==> src/rtl/issue_ctrl.sv <==
// issue_ctrl: steps a halted core through ProgLen instructions with a Start/Go handshake per instruction.
// Define ISSUE_TIMEOUT_EN to build an 8-bit watchdog that aborts stuck handshakes and raises Err.
module issue_ctrl (
  input  logic       CLK,
  input  logic       RST,
  input  logic       Run,
  input  logic [4:0] ProgLen,
  input  logic       Ready,
  input  logic       Wen,
  output logic       Start,
  output logic       Go,
  output logic [4:0] PC,
  output logic       Busy,
  output logic       Done,
  output logic       Err
);
  typedef enum logic [2:0] {IDLE, ISSUE, WAIT_WB, SYNC, NEXT, FIN} state_t;
  state_t r_state, w_nxt;
  logic [4:0] r_len;
  logic w_to;
`ifdef ISSUE_TIMEOUT_EN
  logic [7:0] r_wd;
  logic w_wait;
  assign w_wait = r_state inside {ISSUE, WAIT_WB, SYNC};
  // Abort on the edge that would take the count to 255.
  assign w_to = w_wait && r_wd == 8'd254;
  always_ff @(posedge CLK)
    if (RST) begin
      r_wd <= 8'd0;
      Err  <= 1'b0;
    end else begin
      r_wd <= (w_nxt != r_state) ? 8'd0 : w_wait ? r_wd + 8'd1 : r_wd;
      Err  <= w_to | (Err & ~(r_state == IDLE && Run));
    end
`else
  assign w_to = 1'b0;
  assign Err  = 1'b0;
`endif
  always_comb begin
    w_nxt = r_state;
    case (r_state)
      IDLE:    if (Run) w_nxt = (ProgLen == 5'd0) ? FIN : ISSUE;
      ISSUE:   if (!Ready) w_nxt = WAIT_WB;
      WAIT_WB: w_nxt = Ready ? IDLE : Wen ? SYNC : WAIT_WB;
      SYNC:    if (Ready) w_nxt = NEXT;
      NEXT:    w_nxt = (PC == r_len - 5'd1) ? FIN : ISSUE;
      FIN:     w_nxt = IDLE;
      default: w_nxt = IDLE;
    endcase
    if (w_to) w_nxt = IDLE;
  end
  always_ff @(posedge CLK)
    if (RST) r_state <= IDLE;
    else     r_state <= w_nxt;
  // Outputs are registered from the next state so Start follows Run by one cycle.
  always_ff @(posedge CLK)
    if (RST) begin
      Start <= 1'b0;
      Go    <= 1'b0;
      Busy  <= 1'b0;
      Done  <= 1'b0;
      PC    <= 5'd0;
      r_len <= 5'd0;
    end else begin
      Start <= w_nxt == ISSUE;
      Go    <= w_nxt == SYNC;
      Busy  <= w_nxt inside {ISSUE, WAIT_WB, SYNC, NEXT};
      Done  <= r_state == FIN;
      if (r_state == IDLE && Run) begin
        r_len <= ProgLen;
        PC    <= 5'd0;
      end else if (r_state == NEXT && w_nxt == ISSUE) PC <= PC + 5'd1;
    end
endmodule

==> config.mk <==
export PLATFORM = sky130hd
export DESIGN_NAME = issue_ctrl
export DESIGN_NICKNAME = d
export VERILOG_FILES = /design/src/rtl/issue_ctrl.sv
export SDC_FILE = /design/constraint.sdc
export NUM_CORES = 1
export LEC_CHECK = 0
export BUFFER_PORTS_ARGS = -buffer_cell sky130_fd_sc_hd__buf_2
export CAP_MARGIN = 10
export CORE_UTILIZATION = 33
export CTS_BUF_LIST = sky130_fd_sc_hd__clkbuf_8
export DETAILED_ROUTE_END_ITERATION = 10
export GPL_TIMING_DRIVEN = 1
export SLEW_MARGIN = 20
export SYNTH_ARGS = -nofsm -noshare
export SYNTH_HDL_FRONTEND = slang
export SYNTH_SLANG_ARGS = --single-unit
==> constraint.sdc <==
create_clock -name CLK -period 2.04 [get_ports CLK]
set_clock_uncertainty 0.1 [all_clocks]
set_input_delay 0.408 -clock CLK [delete_from_list [all_inputs] [get_ports CLK]]
set_output_delay 0.408 -clock CLK [all_outputs]
set_load 0.005 [all_outputs]
==> results.yml, run 1 <==
hold_path:
  min_path_cells: 3
  holdCritStartpoint: "ProgLen[3]"
  hold_path_class: "in2reg"
grt:
  antenna_found_initial: 0
  grt_pass1_wl_um: 2950
  overflow: 0
  grt_pass1_vias: 632
  track_usage: 0.151
  grt_max_degree: 16
detailed_routing:
  vias_per_cell: 5.03
  finalWirelength_um: 1820
  highest_layer: "met4"
  dr_wl_met3_um: 56
  drc: 0
  drtIter0Drc: 5
  vias: 720
  m1WireLength_um: 881
  wl_met2_um: 844
  postRouteAntennaNets: 0
  dr.pass1.iters: 4
  wire_per_inst_um: 12.8
yosys:
  synth_ff_type: "dfxtp_1"
  synth_top_cells_by_area: "dfxtp_1, nand2_1, xnor2_1"
  synth.most_common_cell: "dfxtp_1"
  netlist_area_um2: 875
  syn_nets: 106
  synth.avg_cell_area_um2: 9.30
  synth_top_area_cell: "dfxtp_1"
  yosysUniqueCellTypes: 35
  synth_edf_count: 0
  yosysSeqAreaShare: 0.389
  synth_top_area_share: 0.389
  syn_inst: 94
  ys_ff_latch: 17
  ys_async_sr_fraction: 0
  yosys_warnings: 0
  yosys-top-cells-count: "dfxtp_1, nand2_1, a21oi_1, xnor2_1"
finish:
  synthToLayoutAreaGrowth_pct: 18.0
  n_antenna_cell: 0
  nets: 126
  drive_above_1_share: 0.257
timing:
  max-slew-margin-rel: 0.607
  fmax_ghz: 0.524
  timing.final.ws_setup_ps: 132
  setup_viol: 0
  whs_ps: 311
  min_period_ps: 1910
  slew_violations: 0
  timing.final.crit_share: 0.936
  rsz0062_at_grt: "no"
  max_slew.worst_pin.slew_ps: 587
  tns_ps: 0
  hold_viol_final: 0
clock_network:
  cts-resized-gates: 0
  numCtsBuffers: 3
  cts.htree.levels: 1
  clockBufferDepth: 2
  hold_buffers: 0
  clock-root-buffer: "clkbuf_8"
  cts_tree: "yes"
  post_cts_buffers: 0
  clk_pin_slew_ps: 60
  clock_sinks: 17
  insertion_delay_ps: 250
die:
  core_um2: 2500
  boundaryPins: 20
  die_w_um: 53.5
  start_util: 0.350
  die-area_um2: 2860
  num_rows: 18
  die_h_um: 53.5
setup_path:
  timing.rr.start: "r_len[0]"
  cp_max_fo: 7
  r2r_cells: 7
  cp-startpoint: "r_len[0]"
  cp_slowest_stage_delay_ps: 400
  end_kind: "flip-flop"
  cp_data_required_time_ps: 2120
  worstSetupStartpointType: "flip-flop"
  slowest_stage: "dfxtp_1"
  crit_cells: 7
  crit_type: "reg2reg"
  cp_cell_sequence: "inv_1 -> ha_1 -> xor2_1 -> xnor2_1 -> a41oi_4 -> nand4_1 -> mux2i_1"
  path_delay_family: "XOR/XNOR gates"
  crit_buf_inv: 1
  worstPathArrival_ps: 1990
pwr:
  ir_drop_mv: 0.367
  p_leak_uw: 0.000444
  p_total_uw: 732
  powerDensity_nw_per_um2: 709
job:
  maxCapViolations: 0
placed_design:
  port-buffer-count: 18
  place_ws_ps: 174
  dp_hpwl_um: 1350
  place.gp.congestion: 0.871
run_status:
  outcome: "completed"
## kinds of logic (layout without fill, tap and decap cells)
group | Yosys count | in the layout | synth area share
other cells | 1 | 1 | 0.00429
flops | 17 | 17 | 0.389
xor+xnor | 10 | 10 | 0.100
mux | 2 | 2 | 0.0229
simple gates | 40 | 40 | 0.276
buf+inv | 7 | 26 | 0.0400
compound gates | 15 | 15 | 0.139
fa+ha+maj | 2 | 2 | 0.0286
## final cells by class
class | instances | area, µm²
fill | 263 | 1470
multi-input combinational | 70 | 499
sequential | 17 | 340
timing repair buffer | 19 | 97.6
clock buffer | 3 | 41.3
tap | 30 | 37.5
inverter | 3 | 11.3
clock inverter | 1 | 5.00
## worst min-delay path, cell delays in order
cell and delay, ps:
buf_2 100, nand2_1 50, a21oi_1 50
## power by group
part | internal [µW] | switching [µW] | leakage (µW)
Clock | 136 | 116 | 0.0000255
Combinational | 50.6 | 69.8 | 0.000279
Sequential | 347 | 13.1 | 0.000139
## metal layers
layer | global-route usage | vias up
met5 | 0 | -
met4 | 0.0921 | 0
met3 | 0.0259 | 4
met2 | 0.223 | 12
met1 | 0.200 | 333
li1 | - | 371
## final timing paths
| kind | endpoint | slack, ps |
|---|---|---|
| worst max-delay path | PC[4] | 130 |
| worst max register to register | PC[4] | 130 |
| worst min register to register | r_len[4] | 380 |
| worst min-delay path | r_len[3] | 310 |
## sequential cells by signal, indices dropped and copies added (netlist names)
name and cells:
PC 5, r_len 5, r_state 3, Busy 1, Done 1, Go 1, Start 1
## placed cells by master (no fill, tap or decap), drive strengths merged
master and count:
a41oi 1, or4 1, nor4b 1, and3b 1
o21ai 3, dfxtp 17, nand2b 1, a21oi 7
ha 2, nor3 5, or3 3, or3b 1
xnor2 6, xor2 4, nor3b 2, clkbuf 3
mux2i 2, nand2 14, buf 19, a31o 1
nand3b 1, nor4bb 1, conb 1, clkinv 1
nand4b 1, a211oi 1, inv 3, nor2 3
nand4 3, nor2b 1, o2111a 1, nand3 1
o311ai 1
## stage by stage
step                 util  instance area, µm²  instances
global route        0.413                1030        143
finish              0.413                1030        143
CTS                 0.413                1030        143
global placement    0.394                 986        139
detailed placement  0.394                 986        139
floorplan               -                 875         94
No activity file was read; power rests on OpenSTA's default activity.
==> run 2: changes to the inputs <==
Clock period 2.04 ns to 1.54 ns, I/O delays scaled along.
==> results.yml, run 2 (synthesis results as in run 1) <==
hold_path:
  holdCritStartpoint: "ProgLen[1]"
  min_path_cells: 3
  hold_path_class: "in2reg"
  worstHoldEndpoint: "r_len[1]"
finish:
  nets: 141
  layout_common_cells: "buf_2, buf_4, nand2_1"
  utilization: 0.489
  largest_registers: "PC: 5 flops, r_len: 5 flops, r_state: 3 flops"
  drive_above_1_share: 0.445
  n_antenna_cell: 0
  synthToLayoutAreaGrowth_pct: 39.9
  final_common_cell: "buf_2"
  fill_cells: 245
clock_network:
  numCtsBuffers: 3
  insertion_delay_ps: 250
  clockBufferDepth: 2
  cts.htree.levels: 1
  clock_sinks: 17
  cts_tree: "yes"
  clock-root-buffer: "clkbuf_8"
  clk_pin_slew_ps: 60
  hold_buffers: 0
timing:
  whs_ps: 199
  fmax_ghz: 0.586
  tns_ps: -1110
  slew_violations: 0
  rsz0062_at_grt: "yes"
  hold_viol_final: 0
  timing.final.ws_setup_ps: -166
  min_period_ps: 1710
  timing.final.crit_share: 1.11
  setup_viol: 9
setup_path:
  timing.rr.start: "r_len[1]"
  slowest_stage: "dfxtp_2"
  r2r_cells: 7
  cp_max_fo: 6
  end_kind: "flip-flop"
  path_delay_family: "compound AO/OA/AOI/OAI gates"
  crit_type: "reg2reg"
  cp_slowest_stage_delay_ps: 330
  r2r-end: "PC[2]"
  worstPathArrival_ps: 1750
  cp_data_required_time_ps: 1580
  reg2reg_slack_ps: -170
  worstSetupStartpointType: "flip-flop"
  cp_cell_sequence: "inv_2 -> ha_4 -> nor3b_4 -> xnor2_2 -> a41oi_4 -> a21oi_1 -> a31o_1"
  crit_buf_inv: 1
die:
  die_h_um: 53.5
  die_w_um: 53.5
  num_rows: 18
  boundaryPins: 20
  start_util: 0.350
  core_um2: 2500
  die-area_um2: 2860
pwr:
  ir_drop_mv: 0.374
  clockPowerShare: 0.317
  power_switching_share: 0.267
  switchingPower_uw: 271
  powerDensity_nw_per_um2: 832
  p_leak_uw: 0.000563
  p_int_uw: 746
  p_comb_frac: 0.217
  pwr-share-seq: 0.465
job:
  maxCapViolations: 0
grt:
  grt_max_degree: 16
  grt_pass1_wl_um: 3240
  grt_pass1_vias: 758
  track_usage: 0.161
  antenna_found_initial: 0
  overflow: 0
run_status:
  outcome: "complete, but fails checks"
  violations: "setup timing"
placed_design:
  dp_hpwl_um: 1450
  port-buffer-count: 18
  place.gp.congestion: 0.766
detailed_routing:
  postRouteAntennaNets: 0
  vias_per_cell: 5.09
  wire_per_inst_um: 12.3
  dr.pass1.iters: 4
  finalWirelength_um: 1950
  drc: 0
  vias: 805
  drtIter0Drc: 8
## run 2: final cells by class
class	count	area (µm²)	share of cell area
clock buffers	3	41.3	0.0337
multi-input cells	70	571	0.466
inverters	3	11.3	0.00920
flip-flops and latches	17	345	0.282
repair buffers	34	214	0.175
well taps	30	37.5	0.0307
clock inverters	1	3.75	0.00307
## run 2: worst max path at each step
stage	to	slack, ps	cells past startpoint	startpoint
2_1_floorplan	PC[4]	-90	6	r_state[2]
3_5_place_dp	PC[2]	-170	7	r_len[1]
6_report	PC[2]	-170	7	r_len[1]
4_1_cts	PC[2]	-170	7	r_len[1]
3_3_place_gp	PC[4]	-140	7	r_len[1]
5_1_grt	PC[3]	-230	7	r_len[1]
## run 2: metal layers
layer / share of wire / global-route usage
met1: 0.44 / 0.176
met3: 0.038 / 0.0259
met4: 0.017 / 0.0789
met5: 0 / 0
met2: 0.51 / 0.294
## run 2: power groups by stage
stage               clock network, µW  logic (µW)  registers, µW
floorplan                           0         126            483
global placement                    0         193            481
detailed placement                  0         197            481
CTS                               331         222            474
global route                      353         241            475
finish                            323         221            474
## run 2: metrics by stage
step | total power [µW] | instance area, µm² | setup slack, ps | std cells
finish | 1020 | 1220 | -166 | 158
global route | 1070 | 1220 | -231 | 158
CTS | 1030 | 1220 | -165 | 158
detailed placement | 678 | 1110 | -171 | 152
global placement | 674 | 1110 | -143 | 152
floorplan | 609 | 908 | -86.6 | 94
## run 2: timing repair
item                                   4_1_cts  5_1_grt
endpoints found under the hold margin        0        0
buffers inserted                             2        0
pin swaps                                   10        1
resized for setup                           11        0
setup endpoints to repair                    9        9
## run 2: worst min-delay path: cells and delay by family
family / cells / cell delay [ps]
buf+inv: 1 / 100
simple gates: 1 / 50
compound gates: 1 / 50
==> run 3: changes to the inputs <==
==> constraint.sdc (replaced) <==
create_clock -name CLK -period 1.56 [get_ports CLK]
set_clock_uncertainty 0.1 [all_clocks]
set_input_delay 0.078 -clock CLK [delete_from_list [all_inputs] [get_ports CLK]]
set_output_delay 0.078 -clock CLK [all_outputs]
set_load 0.005 [all_outputs]
==> results.yml, run 3 (synthesis results as in run 1) <==
clock_network:
  cts.htree.levels: 1
  cts_tree: "yes"
  numCtsBuffers: 3
  insertion_delay_ps: 250
  clk_pin_slew_ps: 60
  clock_sinks: 17
  clockBufferDepth: 2
  clock-root-buffer: "clkbuf_8"
finish:
  fill_cells: 234
  synthToLayoutAreaGrowth_pct: 43.2
  utilization: 0.501
  n_antenna_cell: 0
  nets: 142
  layout_common_cells: "buf_2, nand2_1, buf_4"
  drive_above_1_share: 0.426
  multi_input_area_um2: 584
  final_common_cell: "buf_2"
  largest_registers: "PC: 5 flops, r_len: 5 flops, r_state: 3 flops"
  register_area_um2: 347
die:
  boundaryPins: 20
  start_util: 0.350
  core_um2: 2500
  die-area_um2: 2860
  num_rows: 18
  die_h_um: 53.5
  die_w_um: 53.5
detailed_routing:
  finalWirelength_um: 1990
  vias: 806
  postRouteAntennaNets: 0
  vias_per_cell: 5.07
  dr.pass1.iters: 2
  drc: 0
  wire_per_inst_um: 12.5
  drtIter0Drc: 9
grt:
  grt_pass1_wl_um: 3310
  track_usage: 0.164
  grt_max_degree: 16
  grt_pass1_vias: 765
  overflow: 0
  antenna_found_initial: 0
setup_path:
  end_kind: "flip-flop"
  worstSetupStartpointType: "flip-flop"
  worstPathArrival_ps: 1730
  crit_type: "reg2reg"
  cp_max_fo: 6
  cp_data_required_time_ps: 1600
pwr:
  ir_drop_mv: 0.464
  p_leak_uw: 0.000565
  powerDensity_nw_per_um2: 810
timing:
  fmax_ghz: 0.591
  timing.final.ws_setup_ps: -133
  hold_viol_final: 0
  min_period_ps: 1690
  slew_violations: 0
  setup_viol: 9
  timing.final.crit_share: 1.09
  rsz0062_at_grt: "yes"
  whs_ps: 10.6
hold_path:
  hold_path_class: "in2reg"
placed_design:
  place.gp.congestion: 0.767
  port-buffer-count: 18
  dp_hpwl_um: 1420
run_status:
  violations: "setup timing"
  outcome: "complete, but fails checks"
job:
  maxCapViolations: 0
-- run 3: power breakdown --
| group | switching [µW] | internal [µW] |
|---|---|---|
| Sequential | 14.9 | 455 |
| Combinational | 114 | 115 |
| Clock | 141 | 174 |
| Total | 270 | 744 |
-- run 3: worst max-delay path, cell delays in order (launching register included) --
cell     delay, ps
dfxtp_2        340
inv_2           40
ha_4           170
xor2_4         150
xnor2_2        160
a41oi_4        310
nand4_1        160
mux2i_1        150
-- run 3: path summary, 6_finish.rpt --
| path | cells after the start | slack, ps | start | end |
|---|---|---|---|---|
| worst max-delay path | 7 | -130 | r_len[0] | PC[3] |
| worst min-delay path | 3 | 10 | ProgLen[4] | r_len[4] |
| worst max register to register | 7 | -130 | r_len[0] | PC[3] |
| worst min register to register | 2 | 390 | r_len[4] | r_len[4] |
-- run 3: through the flow --
stage | worst slack (ps) | setup TNS, ps | cells | power [µW] | cell area (µm²)
finish | -133 | -855 | 159 | 1010 | 1250
global route | -225 | -1680 | 159 | 1080 | 1250
CTS | -136 | -784 | 159 | 1010 | 1220
detailed placement | -151 | -815 | 149 | 663 | 1080
global placement | -107 | -588 | 149 | 660 | 1080
floorplan | -66.6 | -245 | 94 | 601 | 908
-- run 3: cell type report --
class	count	area share
multi-input combinational	70	0.467
clock inverter	1	0.00300
tap	30	0.0300
clock buffer	3	0.0330
inverter	3	0.00899
sequential	17	0.277
timing repair buffer	35	0.182
-- run 3: metal layers --
metal  global-route usage  vias to the layer above  routed length [µm]  share of wire
li1                     -                      401                   -              -
met1                0.201                      384                 909           0.46
met2                0.263                       15                 966           0.49
met3               0.0259                        6                  68          0.034
met4                0.101                        0                  42          0.021
met5                    0                        -                   0              0
-- run 3: repair_timing --
item | in CTS | in global routing
setup endpoints to repair | 9 | 9
pin swaps | 8 | 8
resized for setup | 5 | 6
buffers inserted | 3 | 0
hold buffers | 4 | 0
hold endpoints to repair | 4 | 0
